$ cat src/rtl/bpsk_pkg.sv
// ---------------------------------------------------------------------------
// bpsk_pkg
// Shared definitions for the BPSK transmit path: default payload size,
// the frame scheduler state encoding, the packet source encoding and a small
// helper used to size symbol counters at elaboration time.
// ---------------------------------------------------------------------------
package bpsk_pkg;

   localparam int PACKET_SIZE = 184;

   // Frame phases, in the order they are transmitted
   typedef enum logic [1:0] {
      ST_IDLE     = 2'd0,
      ST_PREAMBLE = 2'd1,
      ST_PAYLOAD  = 2'd2,
      ST_GUARD    = 2'd3
   } txState_t;

   // Packet sources competing for the transmitter
   typedef enum logic {
      SRC_DATA = 1'b0,
      SRC_BCN  = 1'b1
   } txSrc_t;

   // Largest of three lengths, used to pick one counter width for all phases
   function automatic int maxOf3(input int a, input int b, input int c);
      int m;
      m = a;
      if (b > m) m = b;
      if (c > m) m = c;
      return m;
   endfunction

endpackage

$ cat src/rtl/tx_frame_scheduler_if.sv
// ---------------------------------------------------------------------------
// tx_frame_scheduler_if
// Bundles the packet-source handshakes and the modulator-side signals of the
// frame scheduler.
//   data_req/data_packet/data_ack : UART buffer request, packet, capture pulse
//   bcn_req/bcn_packet/bcn_ack    : beacon request, packet, capture pulse
//   sym_next                      : symbol-boundary strobe from the modulator
//   tx_bit/tx_en                  : current symbol and carrier enable
//   busy/frame_done               : status to the rest of the system
// Modports: master = sources + modulator side, slave = the scheduler.
// ---------------------------------------------------------------------------
interface tx_frame_scheduler_if #(
   parameter int PACKET_SIZE = bpsk_pkg::PACKET_SIZE
) ();

   logic                   data_req;
   logic [PACKET_SIZE-1:0] data_packet;
   logic                   data_ack;
   logic                   bcn_req;
   logic [PACKET_SIZE-1:0] bcn_packet;
   logic                   bcn_ack;
   logic                   sym_next;
   logic                   tx_bit;
   logic                   tx_en;
   logic                   busy;
   logic                   frame_done;

   modport master (
      output data_req, data_packet, bcn_req, bcn_packet, sym_next,
      input  data_ack, bcn_ack, tx_bit, tx_en, busy, frame_done
   );

   modport slave (
      input  data_req, data_packet, bcn_req, bcn_packet, sym_next,
      output data_ack, bcn_ack, tx_bit, tx_en, busy, frame_done
   );

endinterface

$ cat src/rtl/rr_arbiter2.sv
// ---------------------------------------------------------------------------
// rr_arbiter2
// Two-way round-robin arbiter. Bit 0 is the data source, bit 1 the beacon.
// A lone requester always wins; on contention the source that was not
// granted last wins. The last-grant register resets to beacon so data wins
// the first contention.
//   clk, rst   : clock, asynchronous active-high reset
//   i_en       : arbitration allowed this cycle
//   i_req[1:0] : {beacon, data} request levels
//   o_grant    : one-hot grant, all zero when disabled or no request
// ---------------------------------------------------------------------------
module rr_arbiter2 (
   input  logic       clk,
   input  logic       rst,
   input  logic       i_en,
   input  logic [1:0] i_req,
   output logic [1:0] o_grant
);
   import bpsk_pkg::*;

   txSrc_t r_lastGrant;

   // Grant decision: purely combinational so the scheduler can load the
   // winner's packet on the same cycle the request is seen
   always_comb begin
      o_grant = 2'b00;
      if (i_en) begin
         case (i_req)
            2'b01:   o_grant = 2'b01;
            2'b10:   o_grant = 2'b10;
            2'b11:   o_grant = (r_lastGrant == SRC_BCN) ? 2'b01 : 2'b10;
            default: o_grant = 2'b00;
         endcase
      end
   end

   // Remember who won so the other source gets the next contention
   always_ff @(posedge clk or posedge rst) begin
      if (rst) begin
         r_lastGrant <= SRC_BCN;
      end else if (o_grant != 2'b00) begin
         r_lastGrant <= o_grant[1] ? SRC_BCN : SRC_DATA;
      end
   end

endmodule

$ cat src/rtl/tx_frame_scheduler.sv
// ---------------------------------------------------------------------------
// tx_frame_scheduler
// Picks a packet from the UART buffer or the beacon source, captures it and
// streams one frame to the BPSK modulator: an alternating 1/0 preamble, the
// payload MSB first, then a run of zero guard symbols. The modulator paces
// everything through sym_next.
//   clk  : system clock, all state on the rising edge
//   rst  : asynchronous active-high reset, aborts any frame in flight
//   bus  : tx_frame_scheduler_if.slave (source handshakes, modulator side)
// Parameters: PACKET_SIZE payload bits, PREAMBLE_LEN preamble symbols
// (even, >=2), GUARD_LEN trailing zero symbols (>=1).
// ---------------------------------------------------------------------------
module tx_frame_scheduler #(
   parameter int PACKET_SIZE  = bpsk_pkg::PACKET_SIZE,
   parameter int PREAMBLE_LEN = 16,
   parameter int GUARD_LEN    = 8
) (
   input logic                 clk,
   input logic                 rst,
   tx_frame_scheduler_if.slave bus
);
   import bpsk_pkg::*;

   localparam int CNT_W = $clog2(maxOf3(PREAMBLE_LEN, PACKET_SIZE, GUARD_LEN) + 1);
   localparam logic [CNT_W-1:0] PRE_LAST = CNT_W'(PREAMBLE_LEN - 1);
   localparam logic [CNT_W-1:0] PAY_LAST = CNT_W'(PACKET_SIZE - 1);
   localparam logic [CNT_W-1:0] GRD_LAST = CNT_W'(GUARD_LEN - 1);

   txState_t               r_state;
   txState_t               w_nextState;
   logic [CNT_W-1:0]       r_symCnt;
   logic [PACKET_SIZE-1:0] r_shiftReg;
   logic                   r_dataAck;
   logic                   r_bcnAck;
   logic                   r_frameDone;
   logic [1:0]             w_grant;
   logic                   w_idle;

   assign w_idle = (r_state == ST_IDLE);

   // Arbitration only happens in IDLE, so requests arriving mid-frame just
   // wait at the arbiter input until the frame is over
   rr_arbiter2 u_arb (
      .clk     (clk),
      .rst     (rst),
      .i_en    (w_idle),
      .i_req   ({bus.bcn_req, bus.data_req}),
      .o_grant (w_grant)
   );

   // State register
   always_ff @(posedge clk or posedge rst) begin
      if (rst) begin
         r_state <= ST_IDLE;
      end else begin
         r_state <= w_nextState;
      end
   end

   // Next-state logic: each phase ends on the sym_next that completes its
   // last symbol; leaving IDLE needs only a grant
   always_comb begin
      w_nextState = r_state;
      case (r_state)
         ST_IDLE:     if (w_grant != 2'b00)                     w_nextState = ST_PREAMBLE;
         ST_PREAMBLE: if (bus.sym_next && r_symCnt == PRE_LAST) w_nextState = ST_PAYLOAD;
         ST_PAYLOAD:  if (bus.sym_next && r_symCnt == PAY_LAST) w_nextState = ST_GUARD;
         ST_GUARD:    if (bus.sym_next && r_symCnt == GRD_LAST) w_nextState = ST_IDLE;
         default:                                               w_nextState = ST_IDLE;
      endcase
   end

   // Symbol counter: counts sym_next strobes within the current phase and
   // restarts from zero whenever the phase changes. sym_next in IDLE, which
   // includes the grant cycle, never counts.
   always_ff @(posedge clk or posedge rst) begin
      if (rst) begin
         r_symCnt <= '0;
      end else if (w_nextState != r_state) begin
         r_symCnt <= '0;
      end else if (!w_idle && bus.sym_next) begin
         r_symCnt <= r_symCnt + 1'b1;
      end
   end

   // Payload shift register: loaded from the winning source on the grant
   // cycle, so later changes at the source cannot reach the frame; shifts
   // left once per payload symbol so the MSB is always the current bit
   always_ff @(posedge clk or posedge rst) begin
      if (rst) begin
         r_shiftReg <= '0;
      end else if (w_idle && w_grant != 2'b00) begin
         r_shiftReg <= w_grant[1] ? bus.bcn_packet : bus.data_packet;
      end else if (r_state == ST_PAYLOAD && bus.sym_next) begin
         r_shiftReg <= {r_shiftReg[PACKET_SIZE-2:0], 1'b0};
      end
   end

   // One-cycle status pulses. Registering the grant puts the ack in the
   // first PREAMBLE cycle; frame_done lands in the first IDLE cycle.
   always_ff @(posedge clk or posedge rst) begin
      if (rst) begin
         r_dataAck   <= 1'b0;
         r_bcnAck    <= 1'b0;
         r_frameDone <= 1'b0;
      end else begin
         r_dataAck   <= w_grant[0];
         r_bcnAck    <= w_grant[1];
         r_frameDone <= (r_state == ST_GUARD) && (w_nextState == ST_IDLE);
      end
   end

   // Output decode: preamble toggles with the counter LSB starting at 1,
   // payload is the shift register MSB, guard and idle send zero
   always_comb begin
      bus.tx_en      = !w_idle;
      bus.busy       = !w_idle;
      bus.tx_bit     = 1'b0;
      bus.data_ack   = r_dataAck;
      bus.bcn_ack    = r_bcnAck;
      bus.frame_done = r_frameDone;
      case (r_state)
         ST_PREAMBLE: bus.tx_bit = ~r_symCnt[0];
         ST_PAYLOAD:  bus.tx_bit = r_shiftReg[PACKET_SIZE-1];
         default:     bus.tx_bit = 1'b0;
      endcase
   end

endmodule

$ cat src/flat_wrapper.sv
// flat-port wrapper written by rule: the top's interface ports become plain ports
module tx_frame_scheduler_flat import bpsk_pkg::*;
#(
   parameter int PACKET_SIZE  = bpsk_pkg::PACKET_SIZE,
   parameter int PREAMBLE_LEN = 16,
   parameter int GUARD_LEN    = 8
)
  (clk, rst, bus_data_req, bus_data_packet, bus_bcn_req, bus_bcn_packet, bus_sym_next, bus_data_ack, bus_bcn_ack, bus_tx_bit, bus_tx_en, bus_busy, bus_frame_done);
  tx_frame_scheduler_if #(.PACKET_SIZE(PACKET_SIZE)) bus_i ();
  input logic clk;
  input logic rst;
  input wire logic [$bits(bus_i.data_req)-1:0] bus_data_req;
  input wire logic [$bits(bus_i.data_packet)-1:0] bus_data_packet;
  input wire logic [$bits(bus_i.bcn_req)-1:0] bus_bcn_req;
  input wire logic [$bits(bus_i.bcn_packet)-1:0] bus_bcn_packet;
  input wire logic [$bits(bus_i.sym_next)-1:0] bus_sym_next;
  output wire logic [$bits(bus_i.data_ack)-1:0] bus_data_ack;
  output wire logic [$bits(bus_i.bcn_ack)-1:0] bus_bcn_ack;
  output wire logic [$bits(bus_i.tx_bit)-1:0] bus_tx_bit;
  output wire logic [$bits(bus_i.tx_en)-1:0] bus_tx_en;
  output wire logic [$bits(bus_i.busy)-1:0] bus_busy;
  output wire logic [$bits(bus_i.frame_done)-1:0] bus_frame_done;
  assign bus_i.data_req = bus_data_req;
  assign bus_i.data_packet = bus_data_packet;
  assign bus_i.bcn_req = bus_bcn_req;
  assign bus_i.bcn_packet = bus_bcn_packet;
  assign bus_i.sym_next = bus_sym_next;
  assign bus_data_ack = bus_i.data_ack;
  assign bus_bcn_ack = bus_i.bcn_ack;
  assign bus_tx_bit = bus_i.tx_bit;
  assign bus_tx_en = bus_i.tx_en;
  assign bus_busy = bus_i.busy;
  assign bus_frame_done = bus_i.frame_done;
  tx_frame_scheduler #(.PACKET_SIZE(PACKET_SIZE), .PREAMBLE_LEN(PREAMBLE_LEN), .GUARD_LEN(GUARD_LEN)) u_core (.clk(clk), .rst(rst), .bus(bus_i));
endmodule
$ cat config.mk
export PLATFORM = sky130hd
export DESIGN_NAME = tx_frame_scheduler_flat
export DESIGN_NICKNAME = d
export VERILOG_FILES = /design/src/rtl/bpsk_pkg.sv /design/src/rtl/tx_frame_scheduler_if.sv /design/src/rtl/rr_arbiter2.sv /design/src/rtl/tx_frame_scheduler.sv /design/src/flat_wrapper.sv
export SDC_FILE = /design/constraint.sdc
export NUM_CORES = 1
export LEC_CHECK = 0
export CORE_MARGIN = 2
export CORE_UTILIZATION = 42
export CTS_BUF_LIST = sky130_fd_sc_hd__clkbuf_16
export DETAILED_ROUTE_END_ITERATION = 6
export HOLD_SLACK_MARGIN = 0.12
export PLACE_DENSITY = 0.78
export SLEW_MARGIN = 20
export SYNTH_ARGS = -nofsm -noshare
export SYNTH_HDL_FRONTEND = slang
export SYNTH_HIERARCHICAL = 1
export SYNTH_SLANG_ARGS = --single-unit
$ cat constraint.sdc
create_clock -name clk -period 6.4 [get_ports clk]
set_input_delay 0.96 -clock clk [delete_from_list [all_inputs] [get_ports clk]]
set_output_delay 0.96 -clock clk [all_outputs]
set_load 0.02 [all_outputs]
======== After elaboration in Yosys (flattened, before gate mapping) ========
Index checks and enable logic that the tools add are counted.
word-level totals
  logic and storage cells ................. 47
  input bits .............................. 373
  register bits ........................... 198
  output and inout port bits .............. 6
operators by class
  add/sub/neg operators ................... 1
  bitwise logic cells ..................... 1
  muxes and demuxes ....................... 15
  equal/unequal tests ..................... 10
  reduce and logical (&&, ||, !) cells .... 13
operators with widths
  cell                                            count
  two-way mux 184 bit                             3
  two-way mux 8 bit                               2
  two-way mux 2 bit                               6
  adder 8 x 1 -> 8 bit (second input constant)    1
  == test 2 bit (second input constant)           4
  == test 8 x 3 -> 1 bit (second input constant)  1
  == test 8 x 4 -> 1 bit (second input constant)  1
  == test 8 bit (second input constant)           1
  one-hot mux 2 bit (4 select lines)              1
  logical AND 1 bit                               7
  one-hot mux 2 bit (3 select lines)              1
  nonzero test 2 bit                              3
  == test 2 x 1 -> 1 bit (second input constant)  2
  logical NOT 2 bit                               2
  != test 2 bit                                   1
  one-hot mux 1 bit (2 select lines)              1
  logical NOT 1 bit                               1
  two-way mux 1 bit                               1
  NOT 1 bit                                       1

======== Depth between registers and ports, before layout ========
Gate-level depths: netlist of the first run.
  depth in word-level cells ............... 8
  gate-level depth with buffers ........... 11
  gate-level depth less buffers ........... 8

======== By module ========
The synthesis of the first run kept the hierarchy.
by module, submodules not included
  module              cells each  seq. area each (sq um)  times used  area each (sq um)
  tx_frame_scheduler  1315        4929.7                  1           11114.4
  rr_arbiter2         9           26.3                    1           66.3

======== Worst setup path before layout of the first run ========
Ideal clock, no wire load.
  path type ............................... register to output
  start point ............................. reg u_core.r_state[1]
  end point ............................... out bus_tx_bit
  slack ................................... 4097 ps
  data required time ...................... 5440 ps
  path buffers ............................ 0
  stages on the path, launching flop included .. 5
  arrival ................................. 1343 ps
  cell sequence ........................... dfrtp_1 -> inv_1 -> ha_1 -> nand2b_1 -> a21boi_0
on the way
  longest elaborated chain between the ends .. 2
  elaborated cells on any way between the ends .. 3
  those cells by class .................... 2 x eq/ne; 1 x mux
ends and longest elaborated chain
  element                                                  RTL line                   text
  from (decl)                                              tx_frame_scheduler.sv:29   txState_t r_state;
  from (signal assigned)                                   tx_frame_scheduler.sv:56   r_state <= w_nextState;
  == test 2 bit or == test 2 x 1 -> 1 bit (tied branches)  tx_frame_scheduler.sv:122  case (r_state)
  one-hot mux 1 bit (2 select lines) (*)                   tx_frame_scheduler.sv:122
  to (decl)                                                flat_wrapper.sv:19         output wire logic [$bits(bus_i.tx_bit)-1:0] bus_tx_bit;
Mark *: on every way between the ends. The rest lies on a longest branch, timed or not.

======== Worst setup path in the final report of the first run ========
  start point ............................. reg u_core.r_state[0]
  end point ............................... reg u_core.r_shiftReg[118]
on the way
  longest elaborated chain between the ends .. 5
  elaborated cells on any way between the ends .. 9
  those cells by class .................... 1 x eq/ne; 3 x mux; 5 x reduce/logical
ends and longest elaborated chain
  element                                                    RTL line                  text
  logical NOT 2 bit (*)                                      tx_frame_scheduler.sv:39  assign w_idle = (r_state == ST_IDLE);
  named net u_core.w_idle                                    tx_frame_scheduler.sv:37  logic w_idle;
  two-way mux 2 bit (*)                                      rr_arbiter2.sv:27         if (i_en) begin
  named net u_core.w_grant[1]                                tx_frame_scheduler.sv:36  logic [1:0] w_grant;
  nonzero test 2 bit                                         tx_frame_scheduler.sv:92  end else if (w_idle && w_grant != 2'b00) begin
  logical AND 1 bit                                          tx_frame_scheduler.sv:92
  two-way mux 184 bit or nonzero test 2 bit (tied branches)  --
  to (signal assigned)                                       tx_frame_scheduler.sv:93  r_shiftReg <= w_grant[1] ? bus.bcn_packet : bus.data_packet;
  to (signal assigned)                                       tx_frame_scheduler.sv:95  r_shiftReg <= {r_shiftReg[PACKET_SIZE-2:0], 1'b0};
  to (decl)                                                  tx_frame_scheduler.sv:32  logic [PACKET_SIZE-1:0] r_shiftReg;
The timed path passes the listed nets; every way through them passes the cells marked *.
A chain may end at the register's enable or synchronous reset.

==> impl_metrics.json, run 1 <==
{
  "rsz0062_at_grt": "false",
  "wl_met3_mm": 2.21,
  "postRouteAntennaNets": 0,
  "cts_buffer_depth": 2,
  "wl_met1_mm": 14.4,
  "crit_path_end_kind": "flip-flop",
  "post-route-period-util_pct": 56.6,
  "dp_hpwl_mm": 22.2,
  "syn_nets": 1702,
  "ys_types": 46,
  "gp_congestion": 0.847,
  "synth_top_family_by_area": "simple AND/OR/NAND/NOR gates",
  "power_leakage_nw": 6.05,
  "drive_gt1_share_pct": 3.46,
  "tritoncts": "done",
  "grt_overflow": 0,
  "synth.avg_cell_area_um2": 8.44,
  "setup-tns-final_ns": 0,
  "first_global_vias": 10189,
  "cts.clk_slew.worst_paths_ns": 0.08,
  "post_cts_resized": 0,
  "dpl.cell_count": 1921,
  "outcome": "complete, but fails checks",
  "grt_max_degree": 249,
  "cts_num_sinks": 198,
  "period_needed_ns": 3.62,
  "rr_startpoint": "u_core/r_state[0]",
  "async_flop_share_pct": 100,
  "synth.area.mux_share_pct": 0.179,
  "worstPathArrival_ns": 3.89,
  "first_pass_iters": 7,
  "slew_violations": 0,
  "rows": 59,
  "synth_simple_gate_area_share_pct": 25.1,
  "synth-compound-area-share_pct": 23.8,
  "wl_met2_mm": 16.1,
  "initial_core_util_pct": 42.8,
  "dp_slack_ns": 2.79,
  "setup_ws_ns": 2.78,
  "hold_start": "u_core/u_arb/r_lastGrant",
  "numCtsBuffers": 17,
  "htree_levels": 4,
  "antenna_found_initial": 0,
  "ys_seq_area_share_pct": 44.3,
  "synthAdderAreaFrac_pct": 0.560,
  "worstMarginPinSlew_ns": 1.32,
  "syn_area_um2": 11200,
  "skew_ns": 0.0131,
  "hold_slack_ns": 0.536,
  "insertion_delay_ns": 0.42,
  "synth_warnings": 6,
  "ys.flop_type": "dfrtp_1",
  "cp-startpoint": "u_core/r_state[0]",
  "hold_viol_final": 0,
  "core_area_um2": 26100,
  "setup_violations": 0,
  "synth_commonest_cells": "nand2_1, dfrtp_1, nor2b_1, a211oi_1, a31oi_1",
  "fin_cells": 1953,
  "num_io_pins": 379,
  "ctsHoldBuffers": 0,
  "cp_data_required_time_ns": 6.67,
  "remaining_drc_errors": 24,
  "cts_post_setup_buffers_inserted": 0,
  "slew_headroom_pct": 12.0,
  "clock-root-buffer": "clkbuf_16",
  "design_area_um2": 15500,
  "totalWireLength_mm": 33.2,
  "fmax_ghz": 0.276,
  "die_area_um2": 27900,
  "grt_pass1_wl_mm": 52.9,
  "failed_checks": "DRC",
  "powerDensity_nw_per_um2": 362,
  "routedWlPerCell_um": 17.0,
  "synthXorXnorAreaFrac_pct": 0.548,
  "place_area_um2": 15000,
  "grt.total_usage_pct": 23.1,
  "yosysMostFrequentCell": "nand2_1",
  "diodes": 0,
  "die_w_um": 167,
  "synth.area.top_cells": "dfrtp_1, nand2_1, a211oi_1",
  "nets": 1984,
  "port_buffers": 378,
  "synth_top_cell_by_area": "dfrtp_1",
  "cap_violations": 0,
  "syn_inst": 1324,
  "vias": 10804,
  "die_h_um": 167,
  "initialDrtViolationCount": 1084,
  "highest_layer": "met4",
  "areaGrowthSynthToFinish_pct": 38.9,
  "critPathMaxFanout": 248,
  "synth_seq_cells": 198,
  "via_per_inst": 5.53,
  "synth_edf_count": 0,
  "start_kind": "flip-flop",
  "ir_drop_uv": 682,
  "crit_type": "flip-flop to flip-flop",
  "hp-class": "flip-flop to flip-flop",
  "synth.top_cell.area_share_pct": 44.1
}
[placed cells by master (no fill, tap or decap), types with 2 or more instances in the layout]
cell type and instances:
clkinvlp_4 2, ha_1 5, buf_4 3, o32a_1 2, clkbuf_16 17, buf_12 5
xor2_1 2, nand4_1 3, a31oi_1 183, clkinv_4 5, nor2b_1 185, and3_1 3
clkdlybuf4s50_1 378, nor2_1 2, dfrtp_1 197, a21oi_1 2, o21ai_0 3, inv_8 4
or2_2 3, nor3_1 8, a211oi_1 183, inv_1 7, mux2i_1 2, nand2_1 375
nand3_1 4, nor4_1 2, xnor2_1 5
[cells by family (layout without fill, tap and decap cells)]
logic type               count (synthesis)  in the layout
AO/OA/AOI/OAI                          384            384
adder cells (fa/ha/maj)                  5              5
XOR/XNOR                                 7              7
multiplexers                             2              2
AND/OR/NAND/NOR                        596            596
flip-flops                             198            198
buffers and inverters                  132            426
[path summary, 6_finish.rpt]
kind | slack, ns | cells past startpoint | end
setup / recovery | 2.78 | 8 | u_core/r_shiftReg[118]
hold / removal | 0.54 | 2 | u_core/u_arb/r_lastGrant
setup reg to reg | 2.78 | 8 | u_core/r_shiftReg[118]
hold reg to reg | 0.54 | 2 | u_core/u_arb/r_lastGrant
max in group asynchronous | 4.07 | 3 | u_core/r_shiftReg[131]
min in group asynchronous | 1.00 | 2 | u_core/u_arb/r_lastGrant
[registers in the layout (all words and copies together), names as in the netlist]
| register | flops |
|---|---|
| u_core/bus.bcn_ack | 1 |
| u_core/bus.data_ack | 1 |
| u_core/bus.frame_done | 1 |
| u_core/r_shiftReg | 184 |
| u_core/r_state | 2 |
| u_core/r_symCnt | 8 |
| u_core/u_arb/r_lastGrant | 1 |
[per-stage QoR]
stage	utilization (%)	power, mW
floorplan	-	3.95
global placement	57.2	4.49
detailed placement	57.2	4.59
CTS	59.3	5.65
global route	59.4	6.07
finish	59.4	5.63
[critical path, cell delays in order (launching register included)]
cell and delay (ns):
dfrtp_1 0.46, inv_1 0.20, ha_1 0.61, nand2_1 0.24, a21oi_4 0.36, buf_12 0.44, nor2b_1 0.10, a211oi_1 0.46
a31oi_1 0.09
[routing by layer]
metal | GRT usage, % | vias to the layer above
met5 | 0 | -
met4 | 5.48 | 0
met3 | 5.46 | 39
met2 | 38.0 | 389
met1 | 31.1 | 5097
li1 | - | 5279
[report_power, final]
group	leakage (nW)	total [mW]	switching, mW	internal (mW)
sequential	2.23	2.23	0.338	1.89
combinational	3.55	2.38	1.33	1.04
clock	0.265	1.03	0.518	0.510
[layout make-up]
type                            count  area (um^2)
Clock inverter                     14          121
Multi-Input combinational cell    994         5640
Sequential cell                   198         4960
Timing Repair Buffer              387         3930
Tap cell                          335          419
Inverter                            8         42.5
Fill cell                        2320        10600
Clock buffer                       17          425
(Power assumes the default switching activity.)
==> run 2, diff against run 1 <==
- CORE_UTILIZATION: 42 -> 47
- PLACE_DENSITY: 0.78 -> 0.82
- clock period: 6.4 -> 3.6 ns (I/O delays scaled with it)
==> impl_metrics.json, run 2 (synthesis gave the netlist of run 1 again) <==
{
  "first_global_vias": 10319,
  "slowest_stage": "a211oi_1",
  "grt_pass1_wl_mm": 51.3,
  "via_per_inst": 5.56,
  "setup-tns-final_ns": 0,
  "routedWlPerCell_um": 16.8,
  "worstMarginPinSlew_ns": 0.907,
  "grt.total_usage_pct": 25.7,
  "cp_num_cells": 8,
  "ctsHoldBuffers": 0,
  "die_w_um": 158,
  "critPathMaxFanout": 193,
  "fmax_ghz": 0.339,
  "grt_overflow": 0,
  "antenna_found_initial": 0,
  "crit_type": "flip-flop to flip-flop",
  "slew_violations": 0,
  "post_cts_resized": 0,
  "path_cells": "inv_1 > ha_1 > nand2_1 > a21oi_4 > buf_12 > nor2b_1 > a211oi_1 > a31oi_1",
  "dp_hpwl_mm": 22.8,
  "core_area_um2": 23400,
  "initialDrtViolationCount": 1042,
  "period_needed_ns": 2.95,
  "cts_post_setup_buffers_inserted": 0,
  "rsz0062_at_grt": "false",
  "numCtsBuffers": 17,
  "totalWireLength_mm": 32.9,
  "power_leakage_nw": 6.17,
  "finalPower_mw": 10.3,
  "final_cell_mix": "clkdlybuf4s50_1, nand2_1, dfrtp_1, nor2b_1",
  "cap_violations": 0,
  "switching_share_pct": 38.9,
  "outcome": "completed",
  "initial_core_util_pct": 47.8,
  "p_switching_mw": 3.99,
  "cts_buffer_depth": 2,
  "htree_levels": 4,
  "powerDensity_nw_per_um2": 652,
  "worstPathArrival_ns": 3.23,
  "nets": 2003,
  "cp_slowest_stage_delay_ns": 0.53,
  "areaGrowthSynthToFinish_pct": 40.7,
  "postRouteAntennaNets": 0,
  "gp_congestion": 0.866,
  "crit_path_end_kind": "flip-flop",
  "rows": 56,
  "first_pass_iters": 5,
  "cts_num_sinks": 198,
  "cp_data_required_time_ns": 3.87,
  "seq_power_share_pct": 38.4,
  "drive_gt1_share_pct": 4.58,
  "ir_drop_uv": 506,
  "cts.clk_slew.worst_paths_ns": 0.08,
  "path_buf_inv": 2,
  "setup_violations": 0,
  "port_buffers": 378,
  "layout_commonest_cell": "clkdlybuf4s50_1",
  "diodes": 0,
  "num_io_pins": 379,
  "skew_ns": 0.0112,
  "start_kind": "flip-flop",
  "grt_max_degree": 194,
  "remaining_drc_errors": 0,
  "tritoncts": "done",
  "pwr-share-comb_pct": 43.5,
  "largest_reg_flops": 184,
  "slew_headroom_pct": 39.5,
  "reg2reg_depth": 8,
  "p_clk_share_pct": 18.1,
  "hp-class": "input port to asynchronous set/reset pin",
  "hold_viol_final": 0,
  "post-route-period-util_pct": 82.0,
  "die_area_um2": 25000,
  "p_int_mw": 6.26,
  "vias": 10889,
  "die_h_um": 158,
  "insertion_delay_ns": 0.43,
  "top_regs": "u_core/r_shiftReg (184), u_core/r_symCnt (8), u_core/r_state (2)",
  "regMostFlops": "u_core/r_shiftReg",
  "clock-root-buffer": "clkbuf_16",
  "path_delay_family": "compound AO/OA/AOI/OAI gates"
}
-- run 2: cell types whose count changed in the layout (fill, tap and decap cells not counted), moves of 2 or more --
cell	previous run	this run
buf_4	3	17
inv_8	4	2
clkinv_4	5	1
clkinv_8	1	3
buf_12	5	11
inv_6	1	6
-- run 2: worst paths after layout --
kind | start | end | slack, ns
max in group asynchronous | rst | u_core/r_shiftReg[150] | 2.44
max reg2reg | u_core/r_state[0] | u_core/r_shiftReg[170] | 0.65
min reg2reg | u_core/u_arb/r_lastGrant | u_core/u_arb/r_lastGrant | 0.52
max | u_core/r_state[0] | u_core/r_shiftReg[170] | 0.65
min in group clk | u_core/u_arb/r_lastGrant | u_core/u_arb/r_lastGrant | 0.52
min | rst | u_core/u_arb/r_lastGrant | 0.48
-- run 2: cell type report --
class | instances | area, um^2
Clock buffer | 17 | 425
Clock inverter | 15 | 145
Fill cell | 1962 | 7670
Inverter | 8 | 33.8
Multi-Input combinational cell | 994 | 5640
Sequential cell | 198 | 4960
Tap cell | 319 | 399
Timing Repair Buffer | 406 | 4130
-- run 2: power by group through the flow --
| stage | Combinational [mW] | Sequential [mW] | Clock (mW) |
|---|---|---|---|
| final | 4.46 | 3.94 | 1.86 |
| after floorplan | 3.20 | 3.81 | 0 |
| after global routing | 4.98 | 4.06 | 1.99 |
| after global placement | 4.27 | 3.92 | 0 |
| after detailed placement | 4.44 | 3.95 | 0 |
| after CTS | 4.48 | 3.93 | 1.90 |
-- run 2: per-stage QoR --
| step | cell area (um^2) | setup slack [ns] | utilization (%) | instances | hold WS (ns) |
|---|---|---|---|---|---|
| after detailed placement | 15200 | 0.572 | 64.8 | 1925 | 0.508 |
| final | 15700 | 0.647 | 67.2 | 1957 | 0.484 |
| after global placement | 15200 | 0.681 | 64.8 | 1925 | 0.485 |
| after global routing | 15700 | 0.531 | 67.2 | 1957 | 0.471 |
| after floorplan | 11200 | 0.514 | - | 1324 | 0.430 |
| after CTS | 15700 | 0.629 | 67.2 | 1957 | 0.467 |
-- run 2: layer usage --
metal,track usage [%],share of wire [%],vias up
met5,0,0,-
met4,9.78,2.8,0
met1,32.6,41,5107
met2,43.4,49,399
met3,5.28,7.1,67
li1,-,-,5316
